## src/rtl/pc_fetch_sequencer.sv

```systemverilog
// PC sequencer and instruction-memory fetch port for the single-cycle core.
// Owns the only write path to the PC; handles redirects, halts, misalignment and fetch timeouts.
module pc_fetch_sequencer #(
   parameter logic [31:0] RESET_VECTOR   = 32'h0000_0000,
   parameter logic [31:0] TRAP_VECTOR    = 32'h0000_0100,
   parameter int unsigned TIMEOUT_CYCLES = 16
) (
   input  logic        clk,
   input  logic        reset,
   input  logic        stall,
   input  logic        redirect_valid,
   input  logic [31:0] redirect_target,
   input  logic        halt_req,
   input  logic        resume,
   output logic        imem_req,
   output logic [31:0] imem_addr,
   input  logic        imem_ready,
   input  logic [31:0] imem_rdata,
   output logic [31:0] instr_out,
   output logic [31:0] instr_pc,
   output logic        instr_valid,
   output logic [31:0] pc_current,
   output logic        fault,
   output logic [1:0]  fault_cause,
   output logic        halted
);

   localparam int unsigned XLEN  = 32;
   localparam int unsigned CNT_W = $clog2(TIMEOUT_CYCLES + 1);

   localparam logic [1:0] CAUSE_MISALIGN = 2'b01;
   localparam logic [1:0] CAUSE_TIMEOUT  = 2'b10;

   typedef enum logic [1:0] {
      S_IDLE,
      S_REQ,
      S_WAIT,
      S_HALT
   } state_t;

   state_t            state, state_n;
   logic [XLEN-1:0]   pc, pc_n;
   logic              redir_pend, redir_pend_n;
   logic [XLEN-1:0]   redir_tgt, redir_tgt_n;
   logic              halt_pend, halt_pend_n;
   logic [CNT_W-1:0]  cnt, cnt_n;
   logic              valid_n;
   logic [XLEN-1:0]   instr_out_n, instr_pc_n;
   logic              fault_n;
   logic [1:0]        cause_n;
   logic              req_c;
   logic              redir_ok, redir_bad;

   assign redir_ok  = redirect_valid && (redirect_target[1:0] == 2'b00);
   assign redir_bad = redirect_valid && (redirect_target[1:0] != 2'b00);

   assign imem_req   = req_c;
   assign imem_addr  = pc;
   assign pc_current = pc;

   // State register and all registered outputs
   always_ff @(posedge clk) begin
      if (reset) begin
         state       <= S_IDLE;
         pc          <= RESET_VECTOR;
         redir_pend  <= 1'b0;
         redir_tgt   <= '0;
         halt_pend   <= 1'b0;
         cnt         <= '0;
         instr_valid <= 1'b0;
         instr_out   <= '0;
         instr_pc    <= '0;
         fault       <= 1'b0;
         fault_cause <= 2'b00;
         halted      <= 1'b0;
      end else begin
         state       <= state_n;
         pc          <= pc_n;
         redir_pend  <= redir_pend_n;
         redir_tgt   <= redir_tgt_n;
         halt_pend   <= halt_pend_n;
         cnt         <= cnt_n;
         instr_valid <= valid_n;
         instr_out   <= instr_out_n;
         instr_pc    <= instr_pc_n;
         fault       <= fault_n;
         fault_cause <= cause_n;
         halted      <= (state_n == S_HALT);
      end
   end

   // Next-state, PC update and fetch request
   always_comb begin
      state_n      = state;
      pc_n         = pc;
      redir_pend_n = redir_pend;
      redir_tgt_n  = redir_tgt;
      halt_pend_n  = halt_pend;
      cnt_n        = cnt;
      valid_n      = 1'b0;
      instr_out_n  = instr_out;
      instr_pc_n   = instr_pc;
      fault_n      = 1'b0;
      cause_n      = fault_cause;
      req_c        = 1'b0;

      unique case (state)
         S_IDLE: begin
            state_n = S_REQ;
         end

         S_REQ: begin
            req_c = !stall && !halt_req;
            if (redir_bad) begin
               fault_n = 1'b1;
               cause_n = CAUSE_MISALIGN;
               pc_n    = TRAP_VECTOR;
            end else if (redir_ok) begin
               pc_n = redirect_target;
            end else if (req_c && imem_ready) begin
               valid_n     = 1'b1;
               instr_out_n = imem_rdata;
               instr_pc_n  = pc;
               pc_n        = pc + 32'd4;
            end
            // A redirect drops the un-accepted request; it re-issues at the new PC
            if (halt_req) begin
               state_n = S_HALT;
            end else if (req_c && !imem_ready && !redirect_valid) begin
               state_n = S_WAIT;
               cnt_n   = '0;
            end
         end

         S_WAIT: begin
            req_c = 1'b1;
            if (imem_ready) begin
               if (redir_bad) begin
                  fault_n = 1'b1;
                  cause_n = CAUSE_MISALIGN;
                  pc_n    = TRAP_VECTOR;
               end else if (redir_ok) begin
                  pc_n = redirect_target;
               end else if (redir_pend) begin
                  pc_n = redir_tgt;
               end else begin
                  valid_n     = 1'b1;
                  instr_out_n = imem_rdata;
                  instr_pc_n  = pc;
                  pc_n        = pc + 32'd4;
               end
               state_n      = (halt_pend || halt_req) ? S_HALT : S_REQ;
               redir_pend_n = 1'b0;
               halt_pend_n  = 1'b0;
               cnt_n        = '0;
            end else if (cnt == CNT_W'(TIMEOUT_CYCLES - 1)) begin
               fault_n      = 1'b1;
               cause_n      = CAUSE_TIMEOUT;
               pc_n         = TRAP_VECTOR;
               state_n      = S_REQ;
               redir_pend_n = 1'b0;
               halt_pend_n  = 1'b0;
               cnt_n        = '0;
            end else if (redir_bad) begin
               fault_n      = 1'b1;
               cause_n      = CAUSE_MISALIGN;
               pc_n         = TRAP_VECTOR;
               state_n      = S_REQ;
               redir_pend_n = 1'b0;
               halt_pend_n  = 1'b0;
               cnt_n        = '0;
            end else begin
               cnt_n = cnt + CNT_W'(1);
               if (redir_ok) begin
                  redir_pend_n = 1'b1;
                  redir_tgt_n  = redirect_target;
               end
               if (halt_req) begin
                  halt_pend_n = 1'b1;
               end
            end
         end

         S_HALT: begin
            if (redir_bad) begin
               fault_n = 1'b1;
               cause_n = CAUSE_MISALIGN;
               pc_n    = TRAP_VECTOR;
            end else if (redir_ok) begin
               pc_n = redirect_target;
            end
            if (resume && !halt_req) begin
               state_n = S_REQ;
            end
         end

         default: begin
            state_n = S_IDLE;
         end
      endcase
   end

endmodule
```

## config.mk

```make
export PLATFORM = sky130hd
export DESIGN_NAME = pc_fetch_sequencer
export DESIGN_NICKNAME = d
export VERILOG_FILES = /design/src/rtl/pc_fetch_sequencer.sv
export SDC_FILE = /design/constraint.sdc
export NUM_CORES = 1
export LEC_CHECK = 0
export CAP_MARGIN = 40
export CORE_MARGIN = 2
export CORE_UTILIZATION = 48
export DETAILED_ROUTE_END_ITERATION = 8
export PLACE_DENSITY = 0.81
export SYNTH_ARGS = -nofsm -noshare
export SYNTH_HDL_FRONTEND = slang
export SYNTH_SLANG_ARGS = --single-unit
```

## constraint.sdc

```tcl
create_clock -name clk -period 3.43 [get_ports clk]
set_input_delay 0.5145 -clock clk [delete_from_list [all_inputs] [get_ports clk]]
set_output_delay 0.5145 -clock clk [all_outputs]
set_load 0.01 [all_outputs]
```

# Word-level counts from Yosys, hierarchy flattened
# Cells that the tools add are included.
dict set report op_classes {
  n_eq_ne 17
  muxes 67
  reduce_logical 27
  addsub 2
  bitwise_logic 3
}
# operator count
set ops {}
lappend ops {{32-bit two-way mux} 25}
lappend ops {{32-bit case mux with 2 select lines} 2}
lappend ops {{32-bit case mux with 3 select lines} 1}
lappend ops {{32-bit by 3-bit adder with 32-bit output (second input constant)} 1}
lappend ops {{5-bit two-way mux} 5}
lappend ops {{2-bit two-way mux} 10}
lappend ops {{1-bit two-way mux} 18}
lappend ops {{2-bit inequality test (second input constant)} 9}
lappend ops {{5-bit case mux with 2 select lines} 1}
lappend ops {{4-bit inequality test (second input constant)} 2}
lappend ops {{2-bit case mux with 4 select lines} 1}
lappend ops {{8-bit AND reduction} 1}
lappend ops {{4-bit nonzero test} 2}
lappend ops {{1-bit logical AND} 7}
lappend ops {{2-bit equality test (second input constant)} 3}
lappend ops {{1-bit case mux with 2 select lines} 3}
lappend ops {{2-bit nonzero test} 3}
lappend ops {{5-bit by 1-bit adder with 5-bit output (second input constant)} 1}
lappend ops {{5-bit by 4-bit equality test with 1-bit output (second input constant)} 1}
lappend ops {{5-bit AND reduction} 1}
lappend ops {{1-bit zero test} 4}
lappend ops {{2-bit zero test} 2}
lappend ops {{2-bit case mux with 2 select lines} 1}
lappend ops {{2-bit AND reduction} 2}
lappend ops {{other kinds (8)} 10}
dict set report word_totals {
  out_inout_bits 134
  reg_bits 142
  elab_cells 128
}

# Logic depth before layout (Yosys ltp)
dict set report logic_depth {
  ltp_word 8
  ltp_mapped 10
  ltp_nobuf 7
}

# Worst setup path before layout
# Ideal clock, no wire load.
dict set report synth_timing {
  kind {register to register}
  startpoint {register state[0]}
  endpoint {register pc[17], in the netlist imem_addr[17]}
  path_stages_with_launch 9
  arrival_ps 2354
  period_less_slack_ps 2428
  path_slack_ps 1002
  setup_time_ps 74
  required_ps 3356
  path_cell_list {dfxtp_1 > ha_1 > buf_6 > or4b_4 > a31oi_4 > nand2_4 > buf_6 > or4_1 > a31oi_1}
}
dict set report synth_via {
  elab_chain_len 3
}
# element line
set synth_lines {}
lappend synth_lines {{start, declared} 41} ;# state_t state, state_n;
lappend synth_lines {{start signal, assigned} 77} ;# state <= state_n;
lappend synth_lines {{2-bit by 1-bit equality test with 1-bit output or 2-bit equality test (tied branches)} 107} ;# unique case (state)
lappend synth_lines {{4-bit inequality test (no line) (tied with other cells)} --}
lappend synth_lines {{4-bit AND reduction (no line)} --}
lappend synth_lines {{end signal, assigned} 78} ;# pc <= pc_n;
lappend synth_lines {{end, declared} 42} ;# logic [XLEN-1:0] pc, pc_n;
# Parallel ways exist; a longest one is shown, timed or not.
# A chain may end at the register's enable or synchronous reset.

# Worst setup path after layout
dict set report layout_timing {
  startpoint {register state[0]}
  endpoint {register pc[31], in the netlist imem_addr[31]}
}
# The elaborated chain is that of the path after synthesis.

==> summary.json <==
{
  "clock_tree": {
    "clkSlewWorstSetupHoldPaths_ns": 0.06,
    "cts.hold.buffers_added": 0,
    "cts_num_sinks": 142,
    "tritoncts.num_buffers": 17,
    "cts.repair_timing.setup_buffer_count": 0,
    "clock_insertion_delay_at_the_later_pin_of_the_skew_report_ns": 0.42,
    "tritoncts": "built",
    "cts-root-to-sink-buffers": 2,
    "clock_tree.root_cell": "sky130_fd_sc_hd__clkbuf_16",
    "post_cts.resized_instances": 0,
    "h_tree_levels": 4
  },
  "cells_and_area": {
    "multi_input_area_mm2": 0.003547,
    "final.fill_count": 1162,
    "insertedDiodeCount": 0,
    "final_layout_size_suffix_gt1_frac": 0.06673,
    "area_growth_pct": 36.49,
    "stdcell_area_mm2": 0.009492,
    "layout.area.seq_mm2": 0.002843,
    "finish.net_count": 1131
  },
  "critical_path": {
    "cpLargestDelayFamily": "compound AO/OA/AOI/OAI gates",
    "critical_path_required_ns": 3.69,
    "path_common_cell": "sky130_fd_sc_hd__a221oi_1",
    "timing.critical_path.slowest_cell_delay_ns": 0.74,
    "cp.arrival_ns": 3.06,
    "critical_path_slowest_stage_cell": "sky130_fd_sc_hd__o21bai_1",
    "critPathBufInv": 1,
    "critPathCaptureType": "flop",
    "worstSetupPathType": "reg -> reg",
    "critical_path.cell_chain": "ha_1 > nor4b_1 > o21bai_1 > nor2_2 > buf_4 > a221oi_1 > a221oi_1",
    "crit_path_start_kind": "flop",
    "crit_fanout": 37
  },
  "die": {
    "die_h_um": 124.4,
    "dieWidth_um": 124.4,
    "start_util": 0.4952,
    "num_rows": 43,
    "fp.dieArea_mm2": 0.01547,
    "top_level_ports": 205,
    "core_area_mm2": 0.01404
  },
  "synthesis": {
    "postSynthAreaPerCell_um2": 7.676,
    "synth-xor-area-share": 0.003778,
    "synth_area_leader_cell": "sky130_fd_sc_hd__dfxtp_1",
    "synth_sequential_area_ratio": 0.4088,
    "yosys.area.top_type_share": 0.4088,
    "synthSimpleGateAreaFrac": 0.2515,
    "top_post_synthesis_cells_by_area": "sky130_fd_sc_hd__dfxtp_1 (41%), sky130_fd_sc_hd__nand2_1 (12%), sky130_fd_sc_hd__a21oi_1 (9.3%)",
    "yosys-mux-area-fraction": 0.007557,
    "synth.most_common_cell": "sky130_fd_sc_hd__nand2_1",
    "synthCells": 906,
    "dominant_combinational_cell_family_by_area_after_synthesis": "simple AND/OR/NAND/NOR gates",
    "synth.cell_area_mm2": 0.006954,
    "ys_types": 68,
    "dominantRegCellSynth": "sky130_fd_sc_hd__dfxtp_1",
    "async_flop_share": 0,
    "synth-edff-count": 0,
    "synth_top_cells_by_count": "sky130_fd_sc_hd__nand2_1 (223), sky130_fd_sc_hd__dfxtp_1 (142), sky130_fd_sc_hd__a21oi_1 (129)",
    "post_synthesis_share_of_cell_area_spent_on_full_adders_half_adders_and_majority_gates": 0.01439,
    "ys.warnings.count": 0,
    "synth-compound-area-share": 0.2325,
    "syn_nets": 985,
    "postSynthRegisterBits": 142
  },
  "pwr": {
    "max-vdd-ir-drop_v": 0.0005000,
    "static-leakage-power_nw": 3.169,
    "cellPowerDensity_mw_per_mm2": 455.6
  },
  "routing": {
    "drt_iter0_markers": 899,
    "detail_routed_net_length_per_standard_cell_um": 17.56,
    "detailedRoute.firstPassIterationCount": 7,
    "via_per_inst": 5.876,
    "drt.antenna.violating_nets": 0,
    "num_vias": 7310,
    "wl_um": 21850,
    "post-route-drc-count": 0
  },
  "timing": {
    "max_clock_freq_mhz": 357.9,
    "relative_slew_margins": 0.4064,
    "maxSlewViolCount": 0,
    "setup_viol": 0,
    "finalCriticalPeriod_ns": 2.794,
    "setup_repair_after_global_routing_missed_its_margin": "false",
    "final-hold-violation-count": 0,
    "final.setup_skew_ns": 0.006358,
    "fin_crit_sh": 0.8145,
    "timing.setup.tns_ns": 0,
    "timing_worst_slew_pin_value_ns": 0.8886
  },
  "placement": {
    "detailed_place.area_mm2": 0.008900,
    "hpwl_um": 15160,
    "numPortBuffers": 204,
    "finalWeightedCongestion": 0.9371
  },
  "global_routing": {
    "grt_first_pass_wirelength_um": 35160,
    "grt_start_max_net_pins": 67,
    "grtUsageTotal": 0.2755,
    "global_route.overflow_total": 0,
    "grt_antenna_before_repair": 0,
    "first_global_vias": 6681
  },
  "flow_run": {
    "number_of_maximum_capacitance_violations": 0
  },
  "status": {
    "run_status": "completed"
  },
  "worst_hold_path": {
    "timing.hold.worst.class": "reg -> reg"
  }
}
## cells in the final DEF, fill, tap and decap left out, types with 6 or more instances in the layout
cell type                           n
sky130_fd_sc_hd__and3_1            11
sky130_fd_sc_hd__buf_4             26
sky130_fd_sc_hd__nor3_1            15
sky130_fd_sc_hd__a21o_1             7
sky130_fd_sc_hd__and4_1             6
sky130_fd_sc_hd__a21oi_1          129
sky130_fd_sc_hd__a221oi_1          10
sky130_fd_sc_hd__nand3_1           30
sky130_fd_sc_hd__nand4_1           17
sky130_fd_sc_hd__nor4_1             8
sky130_fd_sc_hd__o32ai_1            7
sky130_fd_sc_hd__nand2_1          223
sky130_fd_sc_hd__o31ai_1            7
sky130_fd_sc_hd__nor2_1            32
sky130_fd_sc_hd__clkdlybuf4s50_1  203
sky130_fd_sc_hd__inv_1             10
sky130_fd_sc_hd__ha_1               8
sky130_fd_sc_hd__a31oi_1           13
sky130_fd_sc_hd__dfxtp_1          142
sky130_fd_sc_hd__a32oi_1            7
sky130_fd_sc_hd__o21ai_0           23
sky130_fd_sc_hd__a211oi_1           6
sky130_fd_sc_hd__or3_1              9
sky130_fd_sc_hd__clkbuf_16         17
## state kept, by name, summed over array words and instances, names as in the netlist
register and flops:
instr_out 32, redir_pend 1, halt_pend 1, instr_pc 32, halted 1, instr_valid 1
imem_addr 32, cnt 5, state 2, fault_cause 2, fault 1, redir_tgt 32
## power breakdown
| part | internal [mW] | switching (mW) | leakage (nW) |
|---|---|---|---|
| clock network | 1.14 | 0.707 | 0.289 |
| logic | 0.337 | 0.327 | 1.73 |
| registers | 1.71 | 0.104 | 1.15 |
| total | 3.19 | 1.14 | 3.17 |
## tightest hold or removal path: stages (launching register included)
cell and delay (ns):
sky130_fd_sc_hd__dfxtp_1 0.30, sky130_fd_sc_hd__nand2_1 0.05, sky130_fd_sc_hd__a21oi_1 0.05
## per-stage QoR
step | hold WS [ns] | utilization | setup WS [ns] | cells | power (mW)
final | 0.4514 | 0.6759 | 0.6363 | 1244 | 4.325
after floorplan | 0.4319 | - | 1.002 | 906 | 2.172
after detailed placement | 0.4462 | 0.6338 | 0.3338 | 1213 | 2.497
after CTS | 0.4541 | 0.6759 | 0.6883 | 1244 | 4.331
after global placement | 0.4403 | 0.6338 | 0.4618 | 1213 | 2.490
after global routing | 0.4685 | 0.6759 | 0.4053 | 1244 | 4.474
## per-layer routing
metal / vias to the layer above / share of wire / GRT usage
met4: 0 / 0.024 / 0.09980
li1: 3479 / - / -
met5: - / 0 / 0
met1: 3400 / 0.42 / 0.3621
met2: 385 / 0.47 / 0.4349
met3: 46 / 0.091 / 0.07431
## layout make-up
type | instances | share of cell area
clock buffer | 22 | 0.05102
clock inverter | 9 | 0.01134
inverter | 10 | 0.003955
multi-input combinational | 651 | 0.3737
sequential | 142 | 0.2995
tap | 180 | 0.02373
timing repair buffer | 230 | 0.2368
## worst paths after layout
path	from	endpoint	slack (ns)	depth (start not counted)
worst min-delay path	instr_pc[17]$_SDFFE_PP0P_	instr_pc[17]$_SDFFE_PP0P_	0.45	2
worst min register to register	instr_pc[17]$_SDFFE_PP0P_	instr_pc[17]$_SDFFE_PP0P_	0.45	2
worst max-delay path	state[0]$_SDFF_PP0_	imem_addr[31]$_SDFFE_PP0P_	0.64	7
worst max register to register	state[0]$_SDFF_PP0_	imem_addr[31]$_SDFFE_PP0P_	0.64	7
## cells by family after synthesis
group,Yosys count
compound gates,253
xor+xnor,3
fa+ha+maj,8
buf+inv,113
flops,142
mux,5
simple gates,382
(Power assumes the default switching activity.)
